### config.mk
export PLATFORM = sky130hd
export DESIGN_NAME = execute_stage
export DESIGN_NICKNAME = d
export VERILOG_FILES = /design/src/rtl/bean2_pkg.sv /design/src/rtl/mul_iter.sv /design/src/rtl/execute_stage.sv
export SDC_FILE = /design/constraint.sdc
export NUM_CORES = 2
export LEC_CHECK = 0
export ABC_AREA = 1
export BUFFER_PORTS_ARGS = -buffer_cell sky130_fd_sc_hd__clkbuf_2
export CAP_MARGIN = 40
export CORE_UTILIZATION = 35
export DETAILED_ROUTE_END_ITERATION = 16
export MAX_ROUTING_LAYER = met4
export SETUP_SLACK_MARGIN = 0.02
export SLEW_MARGIN = 0
export SYNTH_ARGS = -nofsm -noshare
export SYNTH_HDL_FRONTEND = slang
export SYNTH_HIERARCHICAL = 1
export SYNTH_SLANG_ARGS = --single-unit
### constraint.sdc
create_clock -name clk -period 5.9 [get_ports clk]
set_input_delay 0.59 -clock clk [delete_from_list [all_inputs] [get_ports clk]]
set_output_delay 0.59 -clock clk [all_outputs]
set_load 0.02 [all_outputs]
### src/rtl/bean2_pkg.sv
// rtl/bean2_pkg.sv - shared encodings for the BEAN-2 execute stage
package bean2_pkg;

    localparam logic [3:0] ALU_ADD  = 4'd0;
    localparam logic [3:0] ALU_SUB  = 4'd1;
    localparam logic [3:0] ALU_SLL  = 4'd2;
    localparam logic [3:0] ALU_SLT  = 4'd3;
    localparam logic [3:0] ALU_SLTU = 4'd4;
    localparam logic [3:0] ALU_XOR  = 4'd5;
    localparam logic [3:0] ALU_SRL  = 4'd6;
    localparam logic [3:0] ALU_SRA  = 4'd7;
    localparam logic [3:0] ALU_OR   = 4'd8;
    localparam logic [3:0] ALU_AND  = 4'd9;

    localparam logic [1:0] MUL_MUL    = 2'b00;
    localparam logic [1:0] MUL_MULH   = 2'b01;
    localparam logic [1:0] MUL_MULHSU = 2'b10;
    localparam logic [1:0] MUL_MULHU  = 2'b11;

    localparam logic [1:0] SRC_A_RS1  = 2'b00;
    localparam logic [1:0] SRC_A_PC   = 2'b01;
    localparam logic [1:0] SRC_A_ZERO = 2'b10;

    localparam logic [2:0] BR_BEQ  = 3'b000;
    localparam logic [2:0] BR_BNE  = 3'b001;
    localparam logic [2:0] BR_BLT  = 3'b100;
    localparam logic [2:0] BR_BGE  = 3'b101;
    localparam logic [2:0] BR_BLTU = 3'b110;
    localparam logic [2:0] BR_BGEU = 3'b111;

    typedef enum logic [1:0] {
        MUL_IDLE = 2'd0,
        MUL_RUN  = 2'd1,
        MUL_DONE = 2'd2
    } mul_state_e;

endpackage

### src/rtl/mul_iter.sv
// rtl/mul_iter.sv - iterative shift-add RV32M multiplier
module mul_iter
    import bean2_pkg::*;
#(
    parameter int XLEN     = 32,
    parameter int MUL_STEP = 1
) (
    input  logic              clk,
    input  logic              i_reset,
    input  logic              i_start,
    input  logic              i_advance,
    input  logic [1:0]        i_op,
    input  logic [XLEN-1:0]   i_a,
    input  logic [XLEN-1:0]   i_b,
    output logic              o_busy,
    output logic              o_done,
    output logic [2*XLEN-1:0] o_product
);

    localparam int              CNT_W    = $clog2(XLEN / MUL_STEP + 1);
    localparam logic [CNT_W-1:0] CNT_INIT = CNT_W'(XLEN / MUL_STEP);

    mul_state_e        r_state;
    mul_state_e        w_state_next;
    logic [2*XLEN-1:0] r_acc;
    logic [2*XLEN-1:0] r_mcand;
    logic [XLEN-1:0]   r_mplier;
    logic              r_neg;
    logic [CNT_W-1:0]  r_cnt;

    logic              w_a_neg;
    logic              w_b_neg;
    logic [XLEN-1:0]   w_a_mag;
    logic [XLEN-1:0]   w_b_mag;
    logic [2*XLEN-1:0] w_sum;
    logic              w_last;

    // Operands are reduced to magnitudes; the sign is re-applied once at the end.
    assign w_a_neg = ((i_op == MUL_MULH) || (i_op == MUL_MULHSU)) && i_a[XLEN-1];
    assign w_b_neg = (i_op == MUL_MULH) && i_b[XLEN-1];
    assign w_a_mag = w_a_neg ? -i_a : i_a;
    assign w_b_mag = w_b_neg ? -i_b : i_b;
    assign w_last  = (r_cnt == CNT_W'(1));

    // Accumulate MUL_STEP shifted partial products in one cycle.
    always_comb begin
        w_sum = r_acc;
        for (int i = 0; i < MUL_STEP; i++) begin
            if (r_mplier[i]) begin
                w_sum = w_sum + (r_mcand << i);
            end
        end
    end

    // State register; reset (including pipeline flush) aborts any run.
    always_ff @(posedge clk or posedge i_reset) begin
        if (i_reset) begin
            r_state <= MUL_IDLE;
        end else begin
            r_state <= w_state_next;
        end
    end

    // Next state: start on a valid multiply, finish when the count runs out,
    // leave DONE only when the pipeline takes the result.
    always_comb begin
        w_state_next = r_state;
        case (r_state)
            MUL_IDLE: if (i_start)   w_state_next = MUL_RUN;
            MUL_RUN:  if (w_last)    w_state_next = MUL_DONE;
            MUL_DONE: if (i_advance) w_state_next = MUL_IDLE;
            default:                 w_state_next = MUL_IDLE;
        endcase
    end

    // Datapath: latch magnitudes on start, shift-add while running, hold in DONE.
    always_ff @(posedge clk or posedge i_reset) begin
        if (i_reset) begin
            r_acc    <= '0;
            r_mcand  <= '0;
            r_mplier <= '0;
            r_neg    <= 1'b0;
            r_cnt    <= '0;
        end else begin
            case (r_state)
                MUL_IDLE: begin
                    if (i_start) begin
                        r_acc    <= '0;
                        r_mcand  <= {{XLEN{1'b0}}, w_a_mag};
                        r_mplier <= w_b_mag;
                        r_neg    <= w_a_neg ^ w_b_neg;
                        r_cnt    <= CNT_INIT;
                    end
                end
                MUL_RUN: begin
                    r_acc    <= (w_last && r_neg) ? -w_sum : w_sum;
                    r_mcand  <= r_mcand << MUL_STEP;
                    r_mplier <= r_mplier >> MUL_STEP;
                    r_cnt    <= r_cnt - CNT_W'(1);
                end
                default: begin
                end
            endcase
        end
    end

    assign o_busy    = i_start && (r_state != MUL_DONE);
    assign o_done    = (r_state == MUL_DONE);
    assign o_product = r_acc;

endmodule

### src/rtl/execute_stage.sv
// rtl/execute_stage.sv - BEAN-2 E stage: D->E register, ALU, branch resolution, multiplier
module execute_stage
    import bean2_pkg::*;
#(
    parameter int XLEN     = 32,
    parameter int MUL_STEP = 1
) (
    input  logic            clk,
    input  logic            reset_E,
    input  logic            en_E,
    input  logic            valid_D,
    input  logic [XLEN-1:0] pc_D,
    input  logic [XLEN-1:0] rs1_val_D,
    input  logic [XLEN-1:0] rs2_val_D,
    input  logic [XLEN-1:0] imm_D,
    input  logic [1:0]      src_a_sel_D,
    input  logic            src_b_imm_D,
    input  logic [3:0]      alu_op_D,
    input  logic            branch_D,
    input  logic            jal_D,
    input  logic            jalr_D,
    input  logic [2:0]      funct3_D,
    input  logic            mul_D,
    input  logic [1:0]      mul_op_D,
    input  logic [4:0]      rd_D,
    input  logic            reg_WE_D,
    output logic            valid_E,
    output logic [4:0]      rd_E,
    output logic            reg_WE_E,
    output logic [XLEN-1:0] store_data_E,
    output logic [XLEN-1:0] result_E,
    output logic            jumping,
    output logic [XLEN-1:0] jump_target,
    output logic            mul_busy
);

    logic            r_valid;
    logic [XLEN-1:0] r_pc;
    logic [XLEN-1:0] r_rs1;
    logic [XLEN-1:0] r_rs2;
    logic [XLEN-1:0] r_imm;
    logic [1:0]      r_src_a_sel;
    logic            r_src_b_imm;
    logic [3:0]      r_alu_op;
    logic            r_branch;
    logic            r_jal;
    logic            r_jalr;
    logic [2:0]      r_funct3;
    logic            r_mul;
    logic [1:0]      r_mul_op;
    logic [4:0]      r_rd;
    logic            r_reg_we;

    logic              w_capture;
    logic              w_mul_busy;
    logic              w_mul_done;
    logic [2*XLEN-1:0] w_product;
    logic [XLEN-1:0]   w_src_a;
    logic [XLEN-1:0]   w_src_b;
    logic [4:0]        w_shamt;
    logic [XLEN-1:0]   w_alu;
    logic              w_taken;
    logic [XLEN-1:0]   w_jalr_sum;

    // A running multiply freezes the D->E register even if hazard_logic has not stalled yet.
    assign w_capture = en_E && !w_mul_busy;

    // D->E pipeline register.
    always_ff @(posedge clk or posedge reset_E) begin
        if (reset_E) begin
            r_valid     <= 1'b0;
            r_pc        <= '0;
            r_rs1       <= '0;
            r_rs2       <= '0;
            r_imm       <= '0;
            r_src_a_sel <= SRC_A_RS1;
            r_src_b_imm <= 1'b0;
            r_alu_op    <= ALU_ADD;
            r_branch    <= 1'b0;
            r_jal       <= 1'b0;
            r_jalr      <= 1'b0;
            r_funct3    <= '0;
            r_mul       <= 1'b0;
            r_mul_op    <= MUL_MUL;
            r_rd        <= '0;
            r_reg_we    <= 1'b0;
        end else if (w_capture) begin
            r_valid     <= valid_D;
            r_pc        <= pc_D;
            r_rs1       <= rs1_val_D;
            r_rs2       <= rs2_val_D;
            r_imm       <= imm_D;
            r_src_a_sel <= src_a_sel_D;
            r_src_b_imm <= src_b_imm_D;
            r_alu_op    <= alu_op_D;
            r_branch    <= branch_D;
            r_jal       <= jal_D;
            r_jalr      <= jalr_D;
            r_funct3    <= funct3_D;
            r_mul       <= mul_D;
            r_mul_op    <= mul_op_D;
            r_rd        <= rd_D;
            r_reg_we    <= reg_WE_D;
        end
    end

    // Operand selection and ALU.
    always_comb begin
        case (r_src_a_sel)
            SRC_A_RS1:  w_src_a = r_rs1;
            SRC_A_PC:   w_src_a = r_pc;
            SRC_A_ZERO: w_src_a = '0;
            default:    w_src_a = '0;
        endcase
        w_src_b = r_src_b_imm ? r_imm : r_rs2;
        w_shamt = w_src_b[4:0];
        case (r_alu_op)
            ALU_ADD:  w_alu = w_src_a + w_src_b;
            ALU_SUB:  w_alu = w_src_a - w_src_b;
            ALU_SLL:  w_alu = w_src_a << w_shamt;
            ALU_SLT:  w_alu = {{(XLEN-1){1'b0}}, ($signed(w_src_a) < $signed(w_src_b))};
            ALU_SLTU: w_alu = {{(XLEN-1){1'b0}}, (w_src_a < w_src_b)};
            ALU_XOR:  w_alu = w_src_a ^ w_src_b;
            ALU_SRL:  w_alu = w_src_a >> w_shamt;
            ALU_SRA:  w_alu = $signed(w_src_a) >>> w_shamt;
            ALU_OR:   w_alu = w_src_a | w_src_b;
            ALU_AND:  w_alu = w_src_a & w_src_b;
            default:  w_alu = '0;
        endcase
    end

    // Branch condition on the raw register operands; unlisted funct3 codes never branch.
    always_comb begin
        case (r_funct3)
            BR_BEQ:  w_taken = (r_rs1 == r_rs2);
            BR_BNE:  w_taken = (r_rs1 != r_rs2);
            BR_BLT:  w_taken = ($signed(r_rs1) < $signed(r_rs2));
            BR_BGE:  w_taken = ($signed(r_rs1) >= $signed(r_rs2));
            BR_BLTU: w_taken = (r_rs1 < r_rs2);
            BR_BGEU: w_taken = (r_rs1 >= r_rs2);
            default: w_taken = 1'b0;
        endcase
    end

    mul_iter #(
        .XLEN     (XLEN),
        .MUL_STEP (MUL_STEP)
    ) u_mul (
        .clk       (clk),
        .i_reset   (reset_E),
        .i_start   (r_valid && r_mul),
        .i_advance (w_capture),
        .i_op      (r_mul_op),
        .i_a       (r_rs1),
        .i_b       (r_rs2),
        .o_busy    (w_mul_busy),
        .o_done    (w_mul_done),
        .o_product (w_product)
    );

    // Result mux: link address, multiplier half, or ALU output.
    always_comb begin
        if (r_jal || r_jalr) begin
            result_E = r_pc + XLEN'(4);
        end else if (r_mul) begin
            if (!w_mul_done) begin
                result_E = '0;
            end else if (r_mul_op == MUL_MUL) begin
                result_E = w_product[XLEN-1:0];
            end else begin
                result_E = w_product[2*XLEN-1:XLEN];
            end
        end else begin
            result_E = w_alu;
        end
    end

    assign w_jalr_sum   = r_rs1 + r_imm;
    assign jump_target  = r_jalr ? {w_jalr_sum[XLEN-1:1], 1'b0} : (r_pc + r_imm);
    assign jumping      = r_valid && (r_jal || r_jalr || (r_branch && w_taken));
    assign mul_busy     = w_mul_busy;
    assign valid_E      = r_valid;
    assign rd_E         = r_rd;
    assign reg_WE_E     = r_valid && r_reg_we;
    assign store_data_E = r_rs2;

endmodule

======== After elaboration in Yosys (flattened, before gate mapping) ========
Index checks and enable logic that the tools add are counted.
word-level totals
  bits in registers ....................... 320
  bits of input ports ..................... 154
  output and inout port bits .............. 105
  word-level logic and storage cells ...... 118
cells by class
  add/subtract/negate cells ............... 10
  magnitude comparators ................... 6
  eq/ne operators ......................... 26
  shift operators ......................... 3
  mux-type cells .......................... 25
  bitwise gates (word level) .............. 4
  reductions and logical operators ........ 22
operator list
  operator                                       count
  one-hot mux 32 bit (10 select lines)           1
  2-to-1 mux 32 bit                              9
  2-to-1 mux 64 bit                              4
  one-hot mux 64 bit (2 select lines)            2
  less-than comparator 32 bit                    4
  one-hot mux 32 bit (2 select lines)            2
  adder 32 bit                                   3
  adder 64 bit                                   1
  greater-or-equal comparator 32 bit             2
  negation 32 bit                                2
  negation 64 bit                                1
  adder 32 x 3 -> 32 bit, second input constant  1
  bitwise AND 32 bit                             1
  == test 32 bit                                 1
  != test 32 bit                                 1
  OR 32 bit                                      1
  left shift 32 x 5 -> 32 bit                    1
  right shift 32 x 5 -> 32 bit                   1
  >>> shifter 32 x 5 -> 32 bit                   1
  subtractor 32 bit                              1
  XOR 32 bit                                     1
  == test 4 x 3 -> 1 bit, second input constant  4
  == test 3 bit, second input constant           4
  one-hot mux 6 bit (2 select lines)             1
  24 further kinds                               46

======== Longest topological paths before layout ========
  depth in word-level cells ............... 6
  mapped depth ............................ 26
  gate-level depth less buffers ........... 26

======== By module ========
Netlist, hierarchy kept.
by module, submodules not included
  module         times used  cells an instance  area each (um2)  seq. area each (um2)
  execute_stage  1           3,945              22,419.0         3,778.6
  mul_iter       1           2,992              17,404.2         4,229.1

======== Worst setup path after synthesis ========
Ideal clock, no wire load.
  kind .................................... reg2out
  start ................................... reg r_src_b_imm
  end ..................................... out result_E[26]
  arrival ................................. 3.059 ns
  required time ........................... 5.310 ns
  setup slack ............................. 2.251 ns
  stages on the path, launching flop included .. 24
  path through ............................ dfrtp_1 buf_4 inv_4 or2_1 o21ai_2 buf_4 buf_4 buf_4 ha_1 inv_1 or2_2 nand2_1 o21ai_2 nand2_1 nand2_1 nand2_1 nand2_1 nand2_1 nand3_1 nand2_1 inv_1 nand3_1 nand2_1 a21oi_1
on the way
  word-level cells in the longest chain between the ends .. 5
ends and longest elaborated chain
  what                                       line                  source
  start: declaration                         execute_stage.sv:43   logic r_src_b_imm;
  start signal: assignment                   execute_stage.sv:94   r_src_b_imm <= src_b_imm_D;
  2-to-1 mux 32 bit *                        execute_stage.sv:115  w_src_b = r_src_b_imm ? r_imm : r_rs2;
  subtractor 32 bit (tied with other cells)  execute_stage.sv:119  ALU_SUB: w_alu = w_src_a - w_src_b;
  one-hot mux 32 bit (10 select lines) *     execute_stage.sv:117  case (r_alu_op)
  2-to-1 mux 32 bit *                        execute_stage.sv:165  end else if (r_mul) begin
  2-to-1 mux 32 bit *                        execute_stage.sv:163  if (r_jal || r_jalr) begin
  end: declaration                           execute_stage.sv:31   output logic [XLEN-1:0] result_E,
Mark *: on every way between the ends. The rest lies on a longest branch, timed or not.

======== Final worst setup path ========
  start ................................... reg r_pc[12]
  end ..................................... out result_E[26]
on the way
  word-level cells in the longest chain between the ends .. 5
ends and longest elaborated chain
  what                                       line                  source
  start: declaration                         execute_stage.sv:38   logic [XLEN-1:0] r_pc;
  start signal: assignment                   execute_stage.sv:89   r_pc <= pc_D;
  one-hot mux 32 bit (2 select lines)        execute_stage.sv:109  case (r_src_a_sel)
  subtractor 32 bit (tied with other cells)  execute_stage.sv:119
  one-hot mux 32 bit (10 select lines)       execute_stage.sv:117
  2-to-1 mux 32 bit                          execute_stage.sv:165
  2-to-1 mux 32 bit *                        execute_stage.sv:163
Marked as above.

==> flow_summary_export.csv <==
group,metric,value,unit
timing,fin_crit,5.71,ns
grt,grt_max_degree,152,
worst_setup_path,worst_path_most_repeated_cell,"nor2_1",
clocking,tritoncts,"built",
timing,fin_ws,0.190,ns
timing,rsz0062_at_grt,"no",
synth,synth_simple_gate_area_share,42.2,%
worst_setup_path,crit_fanout,7,
route,drc,0,
worst_setup_path,endpoint_kind,"output pin",
synth,synth_fp_nets,7358,
timing,fmax,175,MHz
timing,setup_viol,0,
synth,synth.distinct_cells,59,
floorplan,ios,259,
floorplan,die_x,339,µm
route,wl_met3,23100,µm
clocking,cts_buffers,43,
timing,tns,0,ns
worst_setup_path,cp_slowest_cell,"nor3_1",
grt,grt_pass1_vias,44643,
final_layout,final_net_count,7550,
timing,max_slew.worst_pin.slew,1.09,ns
worst_setup_path,arrival,5.12,ns
floorplan,std_cell_rows,123,
clocking,clockBufferDepth,3,
synth,synth-compound-area-share,15.5,%
final_layout,n_fill_cell,12801,
synth,netlist_instances,6937,
synth,synth_edf_count,0,
synth,yosysWarningCount,6,
timing,drv_slew,0,
route,dr_wl_met2,93400,µm
worst_setup_path,cp_cell_sequence,"inv_1 > nor3_1 > nand4_1 > nor3_2 > nand2_1 > nor2_1 > xor2_1 > nor2_1 > a21oi_1 > clkbuf_2",
synth,async_reset_ff_share,100,%
synth,synthesis.area,39800,µm²
route,antenna_left,0,
synth,synth_xor_area_share,1.67,%
route,viasPerCell,5.62,
placement,io_buffers,258,
timing,fin_crit_sh,96.8,%
worst_setup_path,crit_path_max_incr_delay,0.85,ns
power_and_ir_drop,ir_drop,0.000301,V
final_layout,area_growth,11.8,%
route,finalWirelength,232000,µm
worst_setup_path,startpoint_type,"register",
final_layout,final_common_cell,"nand2_1",
route,vias,48737,
grt,antenna_found_initial,12,
clocking,htree_levels,2,
floorplan,initial_utilization,35.4,%
grt,grt_usage,40.3,%
route,drt_iter0_markers,6030,
synth,synthMuxAreaShare,0.0251,%
synth,syn_area_per_cell,5.74,µm²
route,wl_per_cell,26.7,µm
timing,hold_viol,0,
placement,dpl_worst_slack,0.773,ns
route,top_layer,"met4",
clocking,post_cts_buffers,0,
route,first_pass_iters,6,
worst_setup_path,crit_type,"reg -> out",
timing,relSlewSlack,27.3,%
status,status,"finished, final reports clean",
flow_run,maxCapViolCount,0,
synth,synth_adder_area_share,8.48,%
hold_path,min_path_type,"in -> async",
synth,synthFlopType,"dfrtp_1",
clocking,worstSkewPairLatency,0.67,ns
floorplan,design.core.area,113000,µm²
floorplan,die_height,339,µm
clocking,ctsRootBufferMaster,"clkbuf_16",
power_and_ir_drop,p_leak,0.0238,µW
clocking,clock-sinks,320,
route,met1Wirelength,106000,µm
floorplan,dieArea,115000,µm²
synth,ys_seq_elements,320,
placement,dp.final_hpwl,194000,µm
grt,grt_pass1_wl,326000,µm
power_and_ir_drop,p_per_area,500,nW/µm²
synth,synth_top_family_by_area,"simple AND/OR/NAND/NOR gates",
timing,finClkSkew,0.0392,ns
worst_setup_path,worst-endpoint-required,5.31,ns
synth,ys_seq_area_share,20.1,%
grt,grt.overflow.total,0,
placement,gp_congestion,1.03,
final_layout,final_cell_mix,"nand2_1 (2317), inv_1 (943), nand3_1 (742)",
final_layout,drive_above_1_share,9.34,%
clocking,clk_pin_slew,0.06,ns
-- through the flow --
step           utilization (%)  total power (µW)  area (µm²)  hold slack [ns]  cells
6_report                  39.5             22200       44500           0.0417   8668
5_1_grt                   39.5             23700       44500            0.102   8667
4_1_cts                   39.5             21800       44500           0.0651   8662
3_5_place_dp              38.1             18700       42900            0.467   8584
3_3_place_gp              38.0             18700       42900            0.461   8577
2_1_floorplan                -             13100       39800            0.442   6937
-- per-layer routing --
metal | up-vias | track usage [%]
met5 | - | -
met4 | 0 | 12.8
met3 | 327 | 8.42
met2 | 2467 | 56.3
met1 | 23150 | 57.1
li1 | 22793 | -
-- synth_stat cells, types with 11 or more instances --
| cell type | n | area (µm²) |
|---|---|---|
| buf_6 | 11 | 124 |
| nor2_4 | 14 | 158 |
| a31oi_1 | 13 | 81.3 |
| nor3_1 | 78 | 390 |
| o22ai_1 | 62 | 388 |
| nand3_1 | 742 | 3710 |
| xor2_1 | 61 | 534 |
| nand2_1 | 2318 | 8700 |
| nor2_1 | 546 | 2050 |
| dfrtp_1 | 320 | 8010 |
| buf_4 | 17 | 128 |
| a21oi_1 | 364 | 1820 |
| a22oi_1 | 60 | 450 |
| o21ai_0 | 394 | 1970 |
| xnor2_1 | 15 | 131 |
| nand2_2 | 37 | 231 |
| o21bai_1 | 25 | 188 |
| a21o_1 | 15 | 113 |
| nor2_2 | 45 | 282 |
| ha_1 | 262 | 3280 |
| nand3b_1 | 14 | 105 |
| o31ai_1 | 34 | 255 |
| nand4_1 | 77 | 482 |
| or2_2 | 23 | 144 |
| clkbuf_1 | 118 | 443 |
| buf_2 | 59 | 295 |
| o211ai_1 | 14 | 105 |
| inv_2 | 35 | 131 |
| o21ai_1 | 60 | 300 |
| inv_1 | 948 | 3560 |
| nand3_2 | 28 | 280 |
| buf_1 | 22 | 82.6 |
-- area by class of cell --
class | instances | area (µm²) | area share [%]
Inverter | 994 | 3750 | 8.42
Antenna cell | 6 | 15.0 | 0.0337
Multi-Input combinational cell | 5395 | 27100 | 60.9
Clock inverter | 23 | 409 | 0.919
Sequential cell | 320 | 8010 | 18.0
Timing Repair Buffer | 375 | 2180 | 4.89
Clock buffer | 55 | 1180 | 2.65
Tap cell | 1500 | 1880 | 4.22
-- where the power goes --
part / switching (µW) / internal [µW] / leakage, µW
Clock: 1230 / 1830 / 0.000779
Combinational: 11000 / 4190 / 0.0190
Sequential: 1190 / 2850 / 0.00404
Total: 13400 / 8870 / 0.0238
-- repair_timing --
action                     4_1_cts  5_1_grt
hold buffers                     0        0
resized for setup                0        2
setup endpoints to repair        0        1
-- critical path: cells and delay by family, from the launching register on --
family / cells / cell delay, ns
and+or+nand+nor: 6 / 2.13
DFF: 1 / 0.74
buffers and inverters: 2 / 0.65
xor gates and xnor gates: 1 / 0.61
AOI/OAI and AO/OA: 1 / 0.32
-- path summary, 6_finish.rpt --
kind	endpoint	from	slack, ns	cells past startpoint
setup / recovery	result_E[26]	r_pc[12]	0.19	10
hold / removal	store_data_E[8]	reset_E	0.04	2
setup reg to reg	u_mul/o_product[62]	u_mul/o_product[43]	1.58	22
hold reg to reg	rd_E[1]	rd_E[1]	0.48	2
max in group asynchronous	u_mul/r_mplier[0]	reset_E	4.59	3
min in group clk	r_branch	branch_D	0.14	3
-- flip-flops by register name, indices dropped and copies added (netlist names) --
| signal | flops |
|---|---|
| r_mul_op | 2 |
| store_data_E | 32 |
| valid_E | 1 |
| u_mul/r_mplier | 32 |
| r_imm | 32 |
| r_jal | 1 |
| r_mul | 1 |
| r_alu_op | 4 |
| u_mul/r_state | 2 |
| r_src_b_imm | 1 |
| r_branch | 1 |
| r_reg_we | 1 |
| r_funct3 | 3 |
| u_mul/r_mcand | 64 |
| rd_E | 5 |
| r_jalr | 1 |
| r_rs1 | 32 |
| r_pc | 32 |
| r_src_a_sel | 2 |
| u_mul/r_neg | 1 |
| u_mul/r_cnt | 6 |
| u_mul/o_product | 64 |
-- cells by family after synthesis --
kind of cell | after synthesis
xor+xnor | 76
fa+ha+maj | 267
buf+inv | 1222
simple gates | 3954
compound gates | 1097
flops | 320
mux | 1
Power figures use the tool's default switching activity.
